`config.mk`:
```
export PLATFORM = sky130hd
export DESIGN_NAME = riscv_bus_arbiter_flat
export DESIGN_NICKNAME = d
export VERILOG_FILES = /design/src/rtl/riscv_bus_pkg.sv /design/src/rtl/riscv_bus_if.sv /design/src/rtl/riscv_bus_owner_fifo.sv /design/src/rtl/riscv_bus_arbiter.sv /design/src/flat_wrapper.sv
export SDC_FILE = /design/constraint.sdc
export NUM_CORES = 1
export LEC_CHECK = 0
export ABC_AREA = 0
export BUFFER_PORTS_ARGS = -buffer_cell sky130_fd_sc_hd__buf_2
export CORE_AREA = 2 2 121 123
export CTS_CLUSTER_DIAMETER = 30
export CTS_CLUSTER_SIZE = 20
export DETAILED_ROUTE_END_ITERATION = 10
export DIE_AREA = 0 0 123 125
export PLACE_DENSITY_LB_ADDON = 0.25
export SLEW_MARGIN = 20
export SYNTH_ARGS = -nofsm -noshare
export SYNTH_HDL_FRONTEND = slang
export SYNTH_SLANG_ARGS = --single-unit
```
`constraint.sdc`:
```
create_clock -name clk -period 1.55 [get_ports clk]
set_input_delay 0.0775 -clock clk [delete_from_list [all_inputs] [get_ports clk]]
set_output_delay 0.0775 -clock clk [all_outputs]
set_load 0.005 [all_outputs]
```
`src/rtl/riscv_bus_pkg.sv`:
```
// riscv_bus_pkg: shared types and bus widths for the instruction/data bus arbiter
package riscv_bus_pkg;
    localparam int ADDR_W = 32;
    localparam int DATA_W = 32;
    localparam int BE_W   = 4;

    typedef enum logic {OWN_INSTR, OWN_DATA} owner_e;
    typedef enum logic {FREE, HOLD} hold_state_e;
endpackage

```
`src/rtl/riscv_bus_if.sv`:
```
// riscv_bus_if: request/grant/response bus bundle; the master issues requests, the slave grants and responds
interface riscv_bus_if;
    logic                              req;
    logic                              we;
    logic [riscv_bus_pkg::BE_W-1:0]    be;
    logic [riscv_bus_pkg::ADDR_W-1:0]  addr;
    logic [riscv_bus_pkg::DATA_W-1:0]  wdata;
    logic                              gnt;
    logic                              rvalid;
    logic [riscv_bus_pkg::DATA_W-1:0]  rdata;

    modport master (output req, we, be, addr, wdata, input gnt, rvalid, rdata);
    modport slave  (input req, we, be, addr, wdata, output gnt, rvalid, rdata);
endinterface

```
`src/rtl/riscv_bus_owner_fifo.sv`:
```
// riscv_bus_owner_fifo: in-order record of which requester owns each outstanding transaction
module riscv_bus_owner_fifo #(
    parameter int DEPTH = 2,
    localparam int CNT_W = $clog2(DEPTH + 1),
    localparam int PTR_W = DEPTH > 1 ? $clog2(DEPTH) : 1
) (
    input  logic             clk,
    input  logic             rst_n,
    input  logic             push,
    input  logic             din,
    input  logic             pop,
    output logic             head,
    output logic [CNT_W-1:0] count,
    output logic             full,
    output logic             empty
);
    logic [DEPTH-1:0] slots;
    logic [PTR_W-1:0] rdPtr, wrPtr;
    logic             doPush, doPop;

    function automatic logic [PTR_W-1:0] nextPtr(input logic [PTR_W-1:0] p);
        return p == PTR_W'(DEPTH - 1) ? '0 : p + 1'b1;
    endfunction

    assign full   = count == CNT_W'(DEPTH);
    assign empty  = count == '0;
    assign doPush = push & ~full;
    assign doPop  = pop & ~empty;
    assign head   = slots[rdPtr];

    // Pointer and occupancy tracking; a simultaneous push and pop leaves count unchanged
    always_ff @(posedge clk or negedge rst_n) begin
        if (!rst_n) begin
            rdPtr <= '0;
            wrPtr <= '0;
            count <= '0;
        end else begin
            if (doPush) wrPtr <= nextPtr(wrPtr);
            if (doPop) rdPtr <= nextPtr(rdPtr);
            count <= count + CNT_W'(doPush) - CNT_W'(doPop);
        end
    end

    // Payload storage needs no reset: only slots behind a valid count are ever read
    always_ff @(posedge clk) begin
        if (doPush) slots[wrPtr] <= din;
    end
endmodule

```
`src/rtl/riscv_bus_arbiter.sv`:
```
// riscv_bus_arbiter: merges fetch and data ports onto one memory port with data priority and anti-starvation
module riscv_bus_arbiter
    import riscv_bus_pkg::*;
#(
    parameter int MAX_OUTSTANDING = 2,
    parameter int STARVE_LIMIT    = 4
) (
    input  logic         clk,
    input  logic         rst_n,
    riscv_bus_if.slave   instrBus,
    riscv_bus_if.slave   dataBus,
    riscv_bus_if.master  memBus,
    output logic         o_resp_err
);
    localparam int CNT_W = $clog2(MAX_OUTSTANDING + 1);
    localparam int ST_W  = $clog2(STARVE_LIMIT + 1);

    hold_state_e      holdQ;
    owner_e           holdOwnerQ, owner, headOwner;
    logic [ST_W-1:0]  starveQ;
    logic [CNT_W-1:0] outstanding;
    logic             ownerValid, isData, grant, full, empty, headBit, respValid;

    // Owner choice: a held owner wins outright, otherwise data unless the fetch side is being starved
    always_comb begin
        ownerValid = holdQ == HOLD || instrBus.req || dataBus.req;
        owner = holdQ == HOLD ? holdOwnerQ :
                (dataBus.req && (starveQ < ST_W'(STARVE_LIMIT) || !instrBus.req)) ? OWN_DATA : OWN_INSTR;
    end

    assign isData        = owner == OWN_DATA;
    assign memBus.req    = rst_n && ownerValid && !full;
    assign memBus.we     = isData & dataBus.we;
    assign memBus.be     = isData ? dataBus.be : 4'hF;
    assign memBus.addr   = isData ? dataBus.addr : instrBus.addr;
    assign memBus.wdata  = isData ? dataBus.wdata : '0;
    assign grant         = memBus.req & memBus.gnt;
    assign dataBus.gnt   = grant & isData;
    assign instrBus.gnt  = grant & ~isData;

    assign headOwner       = owner_e'(headBit);
    assign respValid       = memBus.rvalid & ~empty;
    assign dataBus.rvalid  = respValid & (headOwner == OWN_DATA);
    assign instrBus.rvalid = respValid & (headOwner == OWN_INSTR);
    assign dataBus.rdata   = memBus.rdata;
    assign instrBus.rdata  = memBus.rdata;

    riscv_bus_owner_fifo #(.DEPTH(MAX_OUTSTANDING)) ownerFifo (
        .clk   (clk),
        .rst_n (rst_n),
        .push  (grant),
        .din   (owner),
        .pop   (memBus.rvalid),
        .head  (headBit),
        .count (outstanding),
        .full  (full),
        .empty (empty)
    );

    // Hold FSM: a stalled request keeps its owner until memory accepts it
    always_ff @(posedge clk or negedge rst_n) begin
        if (!rst_n) begin
            holdQ      <= FREE;
            holdOwnerQ <= OWN_INSTR;
        end else if (holdQ == FREE && memBus.req && !memBus.gnt) begin
            holdQ      <= HOLD;
            holdOwnerQ <= owner;
        end else if (holdQ == HOLD && grant) begin
            holdQ <= FREE;
        end
    end

    // Counts data grants taken while a fetch waits; saturates so the fetch is forced next
    always_ff @(posedge clk or negedge rst_n) begin
        if (!rst_n) starveQ <= '0;
        else if (grant) starveQ <= (isData && instrBus.req) ?
                                   (starveQ == ST_W'(STARVE_LIMIT) ? starveQ : starveQ + 1'b1) : '0;
    end

    // Sticky flag for a response arriving with nothing outstanding
    always_ff @(posedge clk or negedge rst_n) begin
        if (!rst_n) o_resp_err <= 1'b0;
        else if (memBus.rvalid && outstanding == '0) o_resp_err <= 1'b1;
    end
endmodule

```
`src/flat_wrapper.sv`:
```
// flat-port wrapper written by rule: the top's interface ports become plain ports
module riscv_bus_arbiter_flat import riscv_bus_pkg::*;
#(
    parameter int MAX_OUTSTANDING = 2,
    parameter int STARVE_LIMIT    = 4
)
  (clk, rst_n, o_resp_err, instrBus_req, instrBus_we, instrBus_be, instrBus_addr, instrBus_wdata, instrBus_gnt, instrBus_rvalid, instrBus_rdata, dataBus_req, dataBus_we, dataBus_be, dataBus_addr, dataBus_wdata, dataBus_gnt, dataBus_rvalid, dataBus_rdata, memBus_req, memBus_we, memBus_be, memBus_addr, memBus_wdata, memBus_gnt, memBus_rvalid, memBus_rdata);
  riscv_bus_if instrBus_i ();
  riscv_bus_if dataBus_i ();
  riscv_bus_if memBus_i ();
  input  logic clk;
  input  logic rst_n;
  output logic o_resp_err;
  input wire logic [$bits(instrBus_i.req)-1:0] instrBus_req;
  input wire logic [$bits(instrBus_i.we)-1:0] instrBus_we;
  input wire logic [$bits(instrBus_i.be)-1:0] instrBus_be;
  input wire logic [$bits(instrBus_i.addr)-1:0] instrBus_addr;
  input wire logic [$bits(instrBus_i.wdata)-1:0] instrBus_wdata;
  output wire logic [$bits(instrBus_i.gnt)-1:0] instrBus_gnt;
  output wire logic [$bits(instrBus_i.rvalid)-1:0] instrBus_rvalid;
  output wire logic [$bits(instrBus_i.rdata)-1:0] instrBus_rdata;
  input wire logic [$bits(dataBus_i.req)-1:0] dataBus_req;
  input wire logic [$bits(dataBus_i.we)-1:0] dataBus_we;
  input wire logic [$bits(dataBus_i.be)-1:0] dataBus_be;
  input wire logic [$bits(dataBus_i.addr)-1:0] dataBus_addr;
  input wire logic [$bits(dataBus_i.wdata)-1:0] dataBus_wdata;
  output wire logic [$bits(dataBus_i.gnt)-1:0] dataBus_gnt;
  output wire logic [$bits(dataBus_i.rvalid)-1:0] dataBus_rvalid;
  output wire logic [$bits(dataBus_i.rdata)-1:0] dataBus_rdata;
  output wire logic [$bits(memBus_i.req)-1:0] memBus_req;
  output wire logic [$bits(memBus_i.we)-1:0] memBus_we;
  output wire logic [$bits(memBus_i.be)-1:0] memBus_be;
  output wire logic [$bits(memBus_i.addr)-1:0] memBus_addr;
  output wire logic [$bits(memBus_i.wdata)-1:0] memBus_wdata;
  input wire logic [$bits(memBus_i.gnt)-1:0] memBus_gnt;
  input wire logic [$bits(memBus_i.rvalid)-1:0] memBus_rvalid;
  input wire logic [$bits(memBus_i.rdata)-1:0] memBus_rdata;
  assign instrBus_i.req = instrBus_req;
  assign instrBus_i.we = instrBus_we;
  assign instrBus_i.be = instrBus_be;
  assign instrBus_i.addr = instrBus_addr;
  assign instrBus_i.wdata = instrBus_wdata;
  assign instrBus_gnt = instrBus_i.gnt;
  assign instrBus_rvalid = instrBus_i.rvalid;
  assign instrBus_rdata = instrBus_i.rdata;
  assign dataBus_i.req = dataBus_req;
  assign dataBus_i.we = dataBus_we;
  assign dataBus_i.be = dataBus_be;
  assign dataBus_i.addr = dataBus_addr;
  assign dataBus_i.wdata = dataBus_wdata;
  assign dataBus_gnt = dataBus_i.gnt;
  assign dataBus_rvalid = dataBus_i.rvalid;
  assign dataBus_rdata = dataBus_i.rdata;
  assign memBus_req = memBus_i.req;
  assign memBus_we = memBus_i.we;
  assign memBus_be = memBus_i.be;
  assign memBus_addr = memBus_i.addr;
  assign memBus_wdata = memBus_i.wdata;
  assign memBus_i.gnt = memBus_gnt;
  assign memBus_i.rvalid = memBus_rvalid;
  assign memBus_i.rdata = memBus_rdata;
  riscv_bus_arbiter #(.MAX_OUTSTANDING(MAX_OUTSTANDING), .STARVE_LIMIT(STARVE_LIMIT)) u_core (.clk(clk), .rst_n(rst_n), .instrBus(instrBus_i), .dataBus(dataBus_i), .memBus(memBus_i), .o_resp_err(o_resp_err));
endmodule
```
# Word-level counts from Yosys, hierarchy flattened
# Cells that the tools add are included.
# word_totals
mem_count	0
ff_bits	12
ramBits	0
latchBits	0
romBits	0
output_inout_bits	139
inputBits	176
elab_cells	67
# op_classes
div	0
reduce_logical	18
eq_ne	3
mul	0
mux	16
bitwise_logic	13
magnitude_cmp	4
n_addsub	5
shift	0
# ops
cell	n
$mux W32	2
$logic_and A1 B1 Y1	9
$mux W1	9
$and A1 B1 Y1	8
$mux W3	2
$not A1 Y1	5
$lt A1 B2 Y1 const B	2
$mux W4	1
$add A3 B1 Y3 const B	1
$eq A3 B3 Y1 const B	1
$logic_not A1 Y1	3
$logic_or A1 B1 Y1	3
$lt A3 B3 Y1 const B	1
$add A1 B1 Y1 const B	2
$add A2 B1 Y2	1
$bwmux W2	1
$eq A2 B2 Y1 const B	1
$logic_not A2 Y1	1
$ne A2 B2 Y1 const B	1
$reduce_and A2 Y1	1
$reduce_bool A2 Y1	1
$sub A2 B1 Y2	1
$demux W1 S1	1
$ge A1 B1 Y1 const B	1

# Logic depth before layout (Yosys ltp)
# Gate-level depths: netlist of the first run.
# logic_depth
word_depth	8
depth_mapped	8

# Cells and area by module
# A second synthesis of the first run with hierarchy kept.
# hier_totals
hier_cells	210
hier_area_um2	1958.1
# modules_own_cells
mod	instances	cells_per_inst	area_each_um2	seq_area_each_um2
riscv_bus_arbiter	1	189	1686.6	150.1
riscv_bus_owner_fifo	1	21	271.5	160.2

# Worst setup path after synthesis of the first run
# No wires, ideal clock.
# synth_timing
path_type	flip-flop to flip-flop
from	register u_core.holdQ
to	register u_core.ownerFifo.count[1]
setup_slack_ns	0.018
stages_incl_launch_ff	6
t_required_ns	1.428
arrival_time_ns	1.410
period_less_slack_ns	1.532
path_cell_list	dfrtp_1 or3_4 nand4_2 xor2_1 ha_1 xnor2_1
# synth_between
elab_chain_len	8
# synth_lines
item	line	text
start: declaration	riscv_bus_arbiter.sv:18	hold_state_e holdQ;
start signal: assignment	riscv_bus_arbiter.sv:63	holdQ <= FREE;
start signal: assignment	riscv_bus_arbiter.sv:66	holdQ <= HOLD;
start signal: assignment	riscv_bus_arbiter.sv:69	holdQ <= FREE;
$logic_or A1 B1 Y1 (2 in series)	riscv_bus_arbiter.sv:26	ownerValid = holdQ == HOLD || instrBus.req || dataBus.req;
$logic_and A1 B1 Y1 (2 in series)	riscv_bus_arbiter.sv:32	assign memBus.req = rst_n && ownerValid && !full;
$and A1 B1 Y1	riscv_bus_arbiter.sv:37	assign grant = memBus.req & memBus.gnt;
$and A1 B1 Y1	riscv_bus_owner_fifo.sv:27	assign doPush = push & ~full;
$add A2 B1 Y2	riscv_bus_owner_fifo.sv:40	count <= count + CNT_W'(doPush) - CNT_W'(doPop);
$sub A2 B1 Y2	riscv_bus_owner_fifo.sv:40	
end signal: assignment	riscv_bus_owner_fifo.sv:40	
end: declaration	riscv_bus_owner_fifo.sv:13	output logic [CNT_W-1:0] count,
# No other way between the ends.
# A chain may end at the register's enable or synchronous reset.

# Worst setup path after layout of the first run
# layout_timing
from	register u_core.holdQ
to	output memBus_addr[23]
# layout_between
elab_chain_len	2
# layout_lines
item	line	text
$mux W1	riscv_bus_arbiter.sv:27	owner = holdQ == HOLD ? holdOwnerQ :
$mux W32	riscv_bus_arbiter.sv:35	assign memBus.addr = isData ? dataBus.addr : instrBus.addr;
end: declaration	flat_wrapper.sv:33	output wire logic [$bits(memBus_i.addr)-1:0] memBus_addr;
# No other way between the ends.

==> key figures, run 1 <==
Worst setup path
  • Crit-path most repeated cell: buf_6
  • WS Path Type: flop to output pin
  • Worst Setup End Kind: output pin
  • Worst path max stage delay: 0.44 ns
  • Crit path DAT: 1.65 ns
  • FF-to-FF Start: u_core.holdQ$_DFFE_PN0P_
  • Crit Path Max Fanout: 9
  • Required time of the critical path: 1.47 ns
  • Startpoint types: flop
  • Worst setup startpoint: u_core.holdQ$_DFFE_PN0P_
  • Critical-path cell list: nand2_2, o21a_4, buf_6, buf_16, mux2_2, buf_6
  • CP max-delay cell: dfrtp_2

Synthesis
  • Dominant cells by area after synthesis: buf_4 (27%), mux2_2 (20%), dfrtp_1 (14%)
  • Synth Area in Simple Gates: 0.206
  • Commonest cells in the netlist: buf_4 (64), and2_1 (33), mux2_2 (32), dfrtp_1 (10), nand2_1 (8)
  • Synth Area in XOR/XNOR: 0.0196
  • FF+latch count, synth: 12
  • Net Count, Synth: 386
  • Cells after Synth: 207
  • Sequential share of the synthesized area: 0.174
  • Post-Syn Area: 1790 sq um
  • Post-synthesis mux area share: 0.224
  • Yosys top cell area share: 0.269
  • Compound-gate portion of the synthesized area: 0.0455
  • Cell with the most instances after synthesis: buf_4
  • Yosys warns: 0
  • Post-synth EDFFs: 2
  • Synth area leader: buf_4
  • Main flop type after synthesis: dfrtp_1
  • Post-Synth Adder-Cell Area: 0.0210
  • Asr flop ratio synth: 0.833
  • Synth unique cells: 37
  • Largest family of logic cells by synthesized area: buffers and inverters
  • Syn Area/Cell: 8.64 sq um

Finish
  • Nets: 523
  • Area Growth Syn to Fin: 62.2%
  • Filler instances: 1583
  • Cell Count, Final, Fillers Out: 528
  • Layout cells sized above 1: 0.738
  • Design area: 2900 sq um

Route
  • DRC: 0
  • WL/cell: 13.8 microns
  • Drt first pass iters: 4
  • Iter 0 DRT Violations: 85
  • Via count: 1854
  • Routed Wire Length: 7310 microns
  • ANT nets after route: 0
  • Via-per-instance ratio: 3.51

Global routing
  • Largest net degree at the start of global routing: 11
  • Total global routing overflow: 0
  • Initial antenna violation count: 0
  • First-pass GRT wire length: 10400 microns
  • Vias in the first global route: 1846
  • Total GRT Usage: 0.0890

Pwr
  • Leakage: 1.51 nW
  • Pwr dens: 1370 nW/um^2
  • Worst vdd ir: 0.551 mV

Die
  • Initial core utilization: 0.126
  • Ports: 315
  • DIE WIDTH: 123 microns
  • Die area: 15400 sq um
  • FP Rows: 44
  • Core area: 14200 sq um
  • Die Span Y: 125 microns

STA
  • RSZ-0062 raised after global routing: yes
  • # setup viols final: 71
  • Least-Margin Pin Slew: 0.325 ns
  • Tcrit/Tclk final: 1.12
  • Fmax: 578 MHz
  • Max Slew Vio Count: 0
  • Final min period: 1.73 ns
  • Final Skew: 0.00415 ns
  • Min Hold Slack: 0.0897 ns
  • Final TNS setup: -9.14 ns
  • Setup ws final: -0.179 ns
  • Relative slew slack: 0.781
  • Final hold vios: 0

Worst hold path
  • Hold Crit Class: input port to flop
  • Hold Crit Start: memBus_rvalid

CTS
  • CTS buffer count: 3
  • CTS tree: built
  • Root Driver: clkbuf_16
  • H-tree levels: 1
  • Reg clk slew, reported paths: 0.05 ns
  • # clock sinks: 12
  • Worst skew pair latency: 0.24 ns
  • Clock Path Buffers: 2

Placed design
  • Place WS: -0.00516 ns
  • Placer Congestion: 0.685
  • Post-DP Area: 2480 sq um
  • Number of port buffers: 181
  • DP Cell Count: 507
  • Hpwl dp: 5420 microns

Outcome
  • Failing checks: setup timing
  • Run status: finished with violations

Job
  • Max-cap viol count: 0
cell families after synthesis:
kind of cell	after synthesis
DFF	12
xor gates and xnor gates	4
and+or+nand+nor	61
AOI/OAI and AO/OA	11
muxes	36
adders and majority gates	3
buffers and inverters	80
cell usage in the layout, fill, tap and decap left out, types with 4 or more instances in the layout:
cell / n
dfrtp_1: 9
and2_1: 33
nand2b_1: 4
buf_6: 6
mux2_2: 32
buf_16: 5
buf_12: 4
clkbuf_16: 4
nand2_1: 6
buf_2: 178
inv_1: 7
mux2i_1: 4
buf_4: 9
where the power goes:
group	leakage [nW]	switching, mW	internal (mW)
clock	0.0385	0.139	0.340
sequential	0.138	0.113	0.445
combinational	1.33	1.19	1.75
routing by layer:
layer / vias up / wire length (microns) / GRT usage / share of wire
li1: 887 / - / - / -
met1: 843 / 3020 / 0.112 / 0.41
met2: 87 / 3490 / 0.145 / 0.48
met3: 37 / 537 / 0.0210 / 0.074
met4: 0 / 262 / 0.0354 / 0.036
met5: - / 0 / 0 / 0
final timing paths:
path / end / slack [ns] / cells after the start
max: memBus_addr[23] / -0.18 / 6
min: u_core.o_resp_err$_DFFE_PN0P_ / 0.09 / 2
max reg2reg: u_core.ownerFifo.count[1]$_DFF_PN0_ / 0.06 / 4
min reg2reg: u_core.o_resp_err$_DFFE_PN0P_ / 0.46 / 1
max in group asynchronous: u_core.ownerFifo.count[1]$_DFF_PN0_ / 0.97 / 3
min in group asynchronous: u_core.holdOwnerQ$_DFFE_PN0P_ / 0.21 / 2
state kept, by name, indices dropped and copies added (netlist names):
name	flops
u_core.holdOwnerQ	1
u_core.ownerFifo.rdPtr	1
u_core.o_resp_err	1
u_core.ownerFifo.count	2
u_core.starveQ	3
u_core.holdQ	1
u_core.ownerFifo.slots	2
u_core.ownerFifo.wrPtr	1
metrics by stage:
step	util	total power, mW
after global placement	0.174	2.61
final	0.204	3.98
after detailed placement	0.174	2.62
after CTS	0.199	3.92
after floorplan	-	1.85
after global routing	0.204	4.28
worst max-delay path, delay by kind of cell, from the launching register on:
kind                   cells  cell delay (ns)
buffers and inverters      3             0.39
DFF                        1             0.44
muxes                      1             0.35
AOI/OAI and AO/OA          1             0.14
and+or+nand+nor            1             0.09
timing repair:
action / 4_1_cts / 5_1_grt
cloned: 5 / 1
gates resized for setup: 18 / 7
endpoints found under the setup margin: 71 / 77
setup buffers: 7 / 2
hold endpoints to repair: 10 / 0
hold buffers: 1 / 0
pin swaps: 4 / 9
cell type report:
cell class	instances	area (sq um)	area share
Sequential cell	12	312	0.107
Antenna cell	1	2.50	0.000863
Inverter	8	42.5	0.0147
Tap cell	184	230	0.0794
Multi-Input combinational cell	115	956	0.330
Timing Repair Buffer	204	1280	0.441
Clock inverter	1	3.75	0.00129
Clock buffer	3	75.1	0.0259
No activity file was read; power rests on OpenSTA's default activity.
==> inputs of run 2 (changes only) <==
Settings changed: GPL_ROUTABILITY_DRIVEN from default to 0, TNS_END_PERCENT from default to 30.
==> run 2 against run 1 <==
Compared with the run above:
- largest power group unchanged
- clock power about the same
- cell area down 0.95%
- hold slack about the same
- sequential share of layout area up 0.10 points
- non-clock buffer count down 1
- first-iteration DRC count down 33%
- die area unchanged
- the run still ends with setup timing left
==> key figures, run 2 (synthesis gave the netlist of run 1 again) <==
Finish
  • Max reg flops: 3 (unchanged)
  • Commonest non-fill, non-tap cell in the layout: buf_2
  • Layout cells sized above 1: 0.734 (-0.00369)
  • Regs by FF count: u_core.starveQ (3), u_core.ownerFifo.count (2), u_core.ownerFifo.slots (2)
  • Area Growth Syn to Fin: 60.7%
  • Nets: 522 (-0.19%)
  • Commonest non-fill, non-tap cells in the layout: buf_2 (178), and2_1 (33), mux2_2 (32)
  • Largest Register: u_core.starveQ

Worst setup path
  • FF-to-FF Start: u_core.holdQ$_DFFE_PN0P_
  • Worst setup startpoint: u_core.holdQ$_DFFE_PN0P_
  • Crit path DAT: 1.65 ns (about the same)
  • Crit Path Max Fanout: 9 (unchanged)
  • Startpoint types: flop
  • WS Path Type: flop to output pin
  • Crit-path most repeated cell: buf_6
  • CP max-delay cell: dfrtp_2
  • Worst path max stage delay: 0.44 ns (about the same)
  • Critical-path cell list: nand2_2, o21a_4, buf_6, buf_16, mux2_2, buf_6
  • Worst Setup End Kind: output pin
  • Required time of the critical path: 1.47 ns (about the same)

CTS
  • Worst skew pair latency: 0.24 ns (about the same)
  • Clock Path Buffers: 2 (unchanged)
  • CTS tree: built
  • CTS buffer count: 3 (unchanged)
  • # clock sinks: 12 (unchanged)
  • Reg clk slew, reported paths: 0.05 ns (about the same)
  • Root Driver: clkbuf_16
  • H-tree levels: 1 (unchanged)

Outcome
  • Failing checks: setup timing
  • Run status: finished with violations

Global routing
  • Largest net degree at the start of global routing: 11 (unchanged)
  • Initial antenna violation count: 0 (unchanged)
  • Vias in the first global route: 1844 (-0.11%)
  • Total global routing overflow: 0 (unchanged)
  • Total GRT Usage: 0.0890 (unchanged)
  • First-pass GRT wire length: 10400 microns (unchanged)

Die
  • Die Span Y: 125 microns (unchanged)
  • Core area: 14200 sq um (unchanged)
  • DIE WIDTH: 123 microns (unchanged)
  • Ports: 315 (unchanged)
  • Initial core utilization: 0.126 (unchanged)
  • Die area: 15400 sq um (unchanged)
  • FP Rows: 44 (unchanged)

Route
  • WL/cell: 13.7 microns (-0.72%)
  • Routed Wire Length: 7240 microns (-0.90%)
  • Via count: 1861 (+0.38%)
  • Drt first pass iters: 4 (unchanged)
  • DRC: 0 (unchanged)
  • Iter 0 DRT Violations: 57 (-33%)
  • Via-per-instance ratio: 3.53 (+0.57%)
  • ANT nets after route: 0 (unchanged)

STA
  • Min Hold Slack: 0.0898 ns (+0.0000996 ns)
  • Fmax: 578 MHz (about the same)
  • Setup ws final: -0.180 ns (-0.000905 ns)
  • # setup viols final: 71 (unchanged)
  • Least-Margin Pin Slew: 0.324 ns (-0.000313 ns)
  • RSZ-0062 raised after global routing: yes
  • Final TNS setup: -8.85 ns (+0.290 ns)
  • Final hold vios: 0 (unchanged)
  • Relative slew slack: 0.782 (about the same)
  • Max Slew Vio Count: 0 (unchanged)
  • Final min period: 1.73 ns (+0.000905 ns)
  • Final Skew: 0.00325 ns (-0.000901 ns)
  • Tcrit/Tclk final: 1.12 (about the same)

Pwr
  • Pwr dens: 1360 nW/um^2 (-1.1%)
  • Worst vdd ir: 0.529 mV (-3.9%)
  • Leakage: 1.49 nW (-0.82%)

Worst hold path
  • Hold Crit Class: input port to flop
  • Hold Crit Start: memBus_rvalid

Job
  • Max-cap viol count: 0 (unchanged)

Placed design
  • Hpwl dp: 5420 microns (unchanged)
  • Number of port buffers: 181 (unchanged)
## run 2: cell type report
class	count	area (sq um)
Antenna cell	1	2.50
Clock buffer	3	75.1
Timing Repair Buffer	203	1250
Tap cell	184	230
Fill cell	1585	11300
Sequential cell	12	312
Inverter	8	42.5
Multi-Input combinational cell	115	953
Clock inverter	1	3.75
## run 2: critical path, delay by kind of cell, from the launching register on
family | cells | cell delay [ns]
muxes | 1 | 0.35
DFF | 1 | 0.44
AOI/OAI and AO/OA | 1 | 0.14
and+or+nand+nor | 1 | 0.09
buffers and inverters | 3 | 0.39
## run 2: worst paths after layout
kind / end / slack (ns) / cells past startpoint
min reg2reg: u_core.o_resp_err$_DFFE_PN0P_ / 0.46 / 1
max reg2reg: u_core.ownerFifo.count[0]$_DFF_PN0_ / 0.02 / 4
max in group asynchronous: u_core.ownerFifo.count[1]$_DFF_PN0_ / 0.97 / 3
min in group asynchronous: u_core.holdOwnerQ$_DFFE_PN0P_ / 0.21 / 2
min: u_core.o_resp_err$_DFFE_PN0P_ / 0.09 / 2
max: memBus_addr[23] / -0.18 / 6
## run 2: per-layer routing
layer | vias to the layer above | global-route usage | share of wire
met5 | - | 0 | 0
met4 | 0 | 0.0354 | 0.036
met3 | 37 | 0.0210 | 0.076
met2 | 91 | 0.145 | 0.48
met1 | 847 | 0.112 | 0.41
li1 | 886 | - | -
## run 2: stage by stage
step,power [mW],std cells,utilization,area [sq um],setup slack (ns)
detailed placement,2.62,507,0.174,2480,-0.00516
global route,4.21,526,0.202,2870,-0.246
finish,3.90,527,0.202,2870,-0.180
global placement,2.61,507,0.174,2480,-0.00337
floorplan,1.85,207,-,1790,0.0179
CTS,3.92,524,0.199,2820,-0.192
## run 2: power by group
group          switching [mW]  total (mW)  internal [mW]
Combinational            1.17        2.86           1.69
Clock                   0.140       0.480          0.340
Sequential              0.111       0.556          0.445
Total                    1.42        3.90           2.48
## run 2: repair_timing
| item | CTS | global route |
|---|---|---|
| hold buffers | 1 | 0 |
| endpoints found under the hold margin | 10 | 0 |
| pin swaps | 4 | 7 |
| buffers inserted | 7 | 2 |
| cloned | 5 | 0 |
| endpoints found under the setup margin | 71 | 77 |
| gates resized for setup | 18 | 6 |
==> inputs of run 3 (changes only) <==
==> constraint.sdc (replaced) <==
create_clock -name clk -period 1.55 [get_ports clk]
set_input_delay 0.31 -clock clk [delete_from_list [all_inputs] [get_ports clk]]
set_output_delay 0.31 -clock clk [all_outputs]
set_load 0.005 [all_outputs]
==> run 3 against run 2 <==
Compared with the run above:
- the flow still finishes with violations (setup timing)
- worst setup slack worse by 0.28 ns
- first-iteration DRC count fell by 25%
- largest cell class unchanged
- largest power group unchanged
- non-clock buffer count rose by 10
- combinational power rose by 7%
- highest routed layer is now met5
- clock-buffer cell count did not move
- die area unchanged
- critical path type unchanged
- critical endpoint is now memBus_addr[6]
- clock skew shrank 0.0013 ns
- register-to-register slack worse by 0.07 ns
- hold slack worse by 0.012 ns
- sequential power down 6.3%
- utilization is 0.97 points higher
- flip-flop and latch count stayed put
==> key figures, run 3 (synthesis gave the netlist of run 1 again) <==
Global routing
  • Initial antenna violation count: 4 (+4)
  • Total global routing overflow: 0 (unchanged)
  • Vias in the first global route: 1791 (-2.9%)
  • Total GRT Usage: 0.0810 (-0.00798)
  • Largest net degree at the start of global routing: 36 (+25)
  • First-pass GRT wire length: 9670 microns (-6.9%)

Outcome
  • Run status: finished with violations
  • Failing checks: setup timing

STA
  • Least-Margin Pin Slew: 0.222 ns (-0.103 ns)
  • RSZ-0062 raised after global routing: yes
  • Final TNS setup: -28.75 ns (-19.91 ns)
  • Tcrit/Tclk final: 1.30 (+0.182)
  • Final min period: 2.01 ns (+0.282 ns)
  • Final hold vios: 0 (unchanged)
  • Final Skew: 0.00191 ns (-0.00134 ns)
  • Relative slew slack: 0.848 (+0.0665)
  • Max Slew Vio Count: 0 (unchanged)
  • Fmax: 497 MHz (-14%)
  • Setup ws final: -0.462 ns (-0.282 ns)
  • # setup viols final: 76 (+7.0%)

Worst setup path
  • Required time of the critical path: 1.24 ns (-0.23 ns)
  • Worst Setup End Kind: output pin
  • Crit Path Max Fanout: 5 (-4)
  • WS Path Type: flop to output pin
  • Startpoint types: flop
  • Crit path DAT: 1.70 ns (+0.05 ns)

Pwr
  • Leakage: 1.57 nW (+5.3%)
  • Pwr dens: 1340 nW/um^2 (-0.95%)
  • Worst vdd ir: 0.395 mV (-25%)

Finish
  • Commonest non-fill, non-tap cell in the layout: buf_2
  • Regs by FF count: u_core.starveQ (3), u_core.ownerFifo.count (2), u_core.ownerFifo.slots (2)
  • Max reg flops: 3 (unchanged)
  • Layout cells sized above 1: 0.753 (+0.0189)
  • Commonest non-fill, non-tap cells in the layout: buf_2 (173), and2_1 (33), mux2_2 (29)
  • Largest Register: u_core.starveQ
  • Area Growth Syn to Fin: 68.4%
  • Nets: 532 (+1.9%)
  • Final Util: 0.212 (+0.00969)

Die
  • FP Rows: 44 (unchanged)
  • Die area: 15400 sq um (unchanged)
  • DIE WIDTH: 123 microns (unchanged)
  • Ports: 315 (unchanged)
  • Die Span Y: 125 microns (unchanged)
  • Initial core utilization: 0.126 (unchanged)
  • Core area: 14200 sq um (unchanged)

Route
  • Routed Wire Length: 7090 microns (-2.0%)
  • WL/cell: 13.2 microns (-3.8%)
  • Iter 0 DRT Violations: 43 (-25%)
  • Via-per-instance ratio: 3.50 (-1.0%)
  • ANT nets after route: 0 (unchanged)
  • Via count: 1877 (+0.86%)
  • Drt first pass iters: 4 (unchanged)
  • DRC: 0 (unchanged)

Placed design
  • Number of port buffers: 181 (unchanged)
  • Hpwl dp: 5580 microns (+3.0%)

CTS
  • Clock Path Buffers: 2 (unchanged)
  • # hold bufs at CTS: 0 (-1)
  • Reg clk slew, reported paths: 0.05 ns (about the same)
  • CTS buffer count: 3 (unchanged)
  • H-tree levels: 1 (unchanged)
  • Worst skew pair latency: 0.24 ns (about the same)
  • CTS tree: built
  • Root Driver: clkbuf_16
  • # clock sinks: 12 (unchanged)

Worst hold path
  • Hold Crit Class: input port to asynchronous set/reset pin

Job
  • Max-cap viol count: 0 (unchanged)
==> run 3: changes by cell type in the layout (fill, tap and decap cells not counted), sizes merged <==
cell / before / now
dlygate4sd3: 1 / 0
clkbuf: 3 / 5
buf: 202 / 210
bufbuf: 0 / 1
==> run 3: power breakdown <==
| part | total, mW | leakage, nW | internal (mW) | switching (mW) |
|---|---|---|---|---|
| Clock | 0.480 | 0.0385 | 0.340 | 0.140 |
| Combinational | 3.05 | 1.40 | 1.85 | 1.20 |
| Sequential | 0.521 | 0.139 | 0.443 | 0.0776 |
==> run 3: layout make-up <==
class	count	area [sq um]
Inverter	8	37.5
Sequential cell	12	310
Clock inverter	1	3.75
Clock buffer	3	75.1
Multi-Input combinational cell	115	1000
Fill cell	1599	11200
Tap cell	184	230
Timing Repair Buffer	213	1350
Antenna cell	1	2.50
==> run 3: metal layers <==
layer	up-vias	share of wire	track usage
met5	-	0.0018	0
met4	2	0.035	0.0314
met3	35	0.083	0.0242
met2	92	0.47	0.126
met1	841	0.41	0.104
li1	907	-	-
==> run 3: worst max-delay path, stage by stage, from the launching register on <==
cell	delay [ns]
dfrtp_1	0.38
nand2_1	0.08
nand2_2	0.07
o21a_4	0.23
buf_12	0.15
buf_6	0.12
mux2_4	0.29
buf_6	0.12
==> run 3: worst paths after layout <==
path / start / slack [ns] / depth (start not counted) / to
setup reg to reg: u_core.holdQ$_DFFE_PN0P_ / -0.05 / 7 / u_core.holdOwnerQ$_DFFE_PN0P_
setup / recovery: u_core.starveQ[2]$_DFFE_PN0P_ / -0.46 / 7 / memBus_addr[6]
min in group clk: memBus_rvalid / 0.33 / 2 / u_core.o_resp_err$_DFFE_PN0P_
hold / removal: rst_n / 0.08 / 2 / u_core.holdOwnerQ$_DFFE_PN0P_
max in group asynchronous: rst_n / 1.35 / 2 / u_core.ownerFifo.count[1]$_DFF_PN0_
hold reg to reg: u_core.o_resp_err$_DFFE_PN0P_ / 0.45 / 1 / u_core.o_resp_err$_DFFE_PN0P_
==> run 3: per-stage QoR <==
stage	area (sq um)	cells	hold slack, ns	worst slack (ns)	total power [mW]
2_1_floorplan	1790	207	0.0144	-0.0534	1.85
3_3_place_gp	2600	524	0.283	-0.256	2.86
3_5_place_dp	2600	524	0.282	-0.265	2.86
4_1_cts	2820	531	0.0624	-0.466	3.69
5_1_grt	3010	536	0.0987	-0.511	4.36
6_report	3010	537	0.0773	-0.462	4.05
==> run 3: timing repair <==
action                     in CTS  in global routing
setup endpoints to repair      81                 81
gates cloned                    2                  3
buffers inserted                1                  2
resized for setup              17                 26
pin swaps                      10                  4
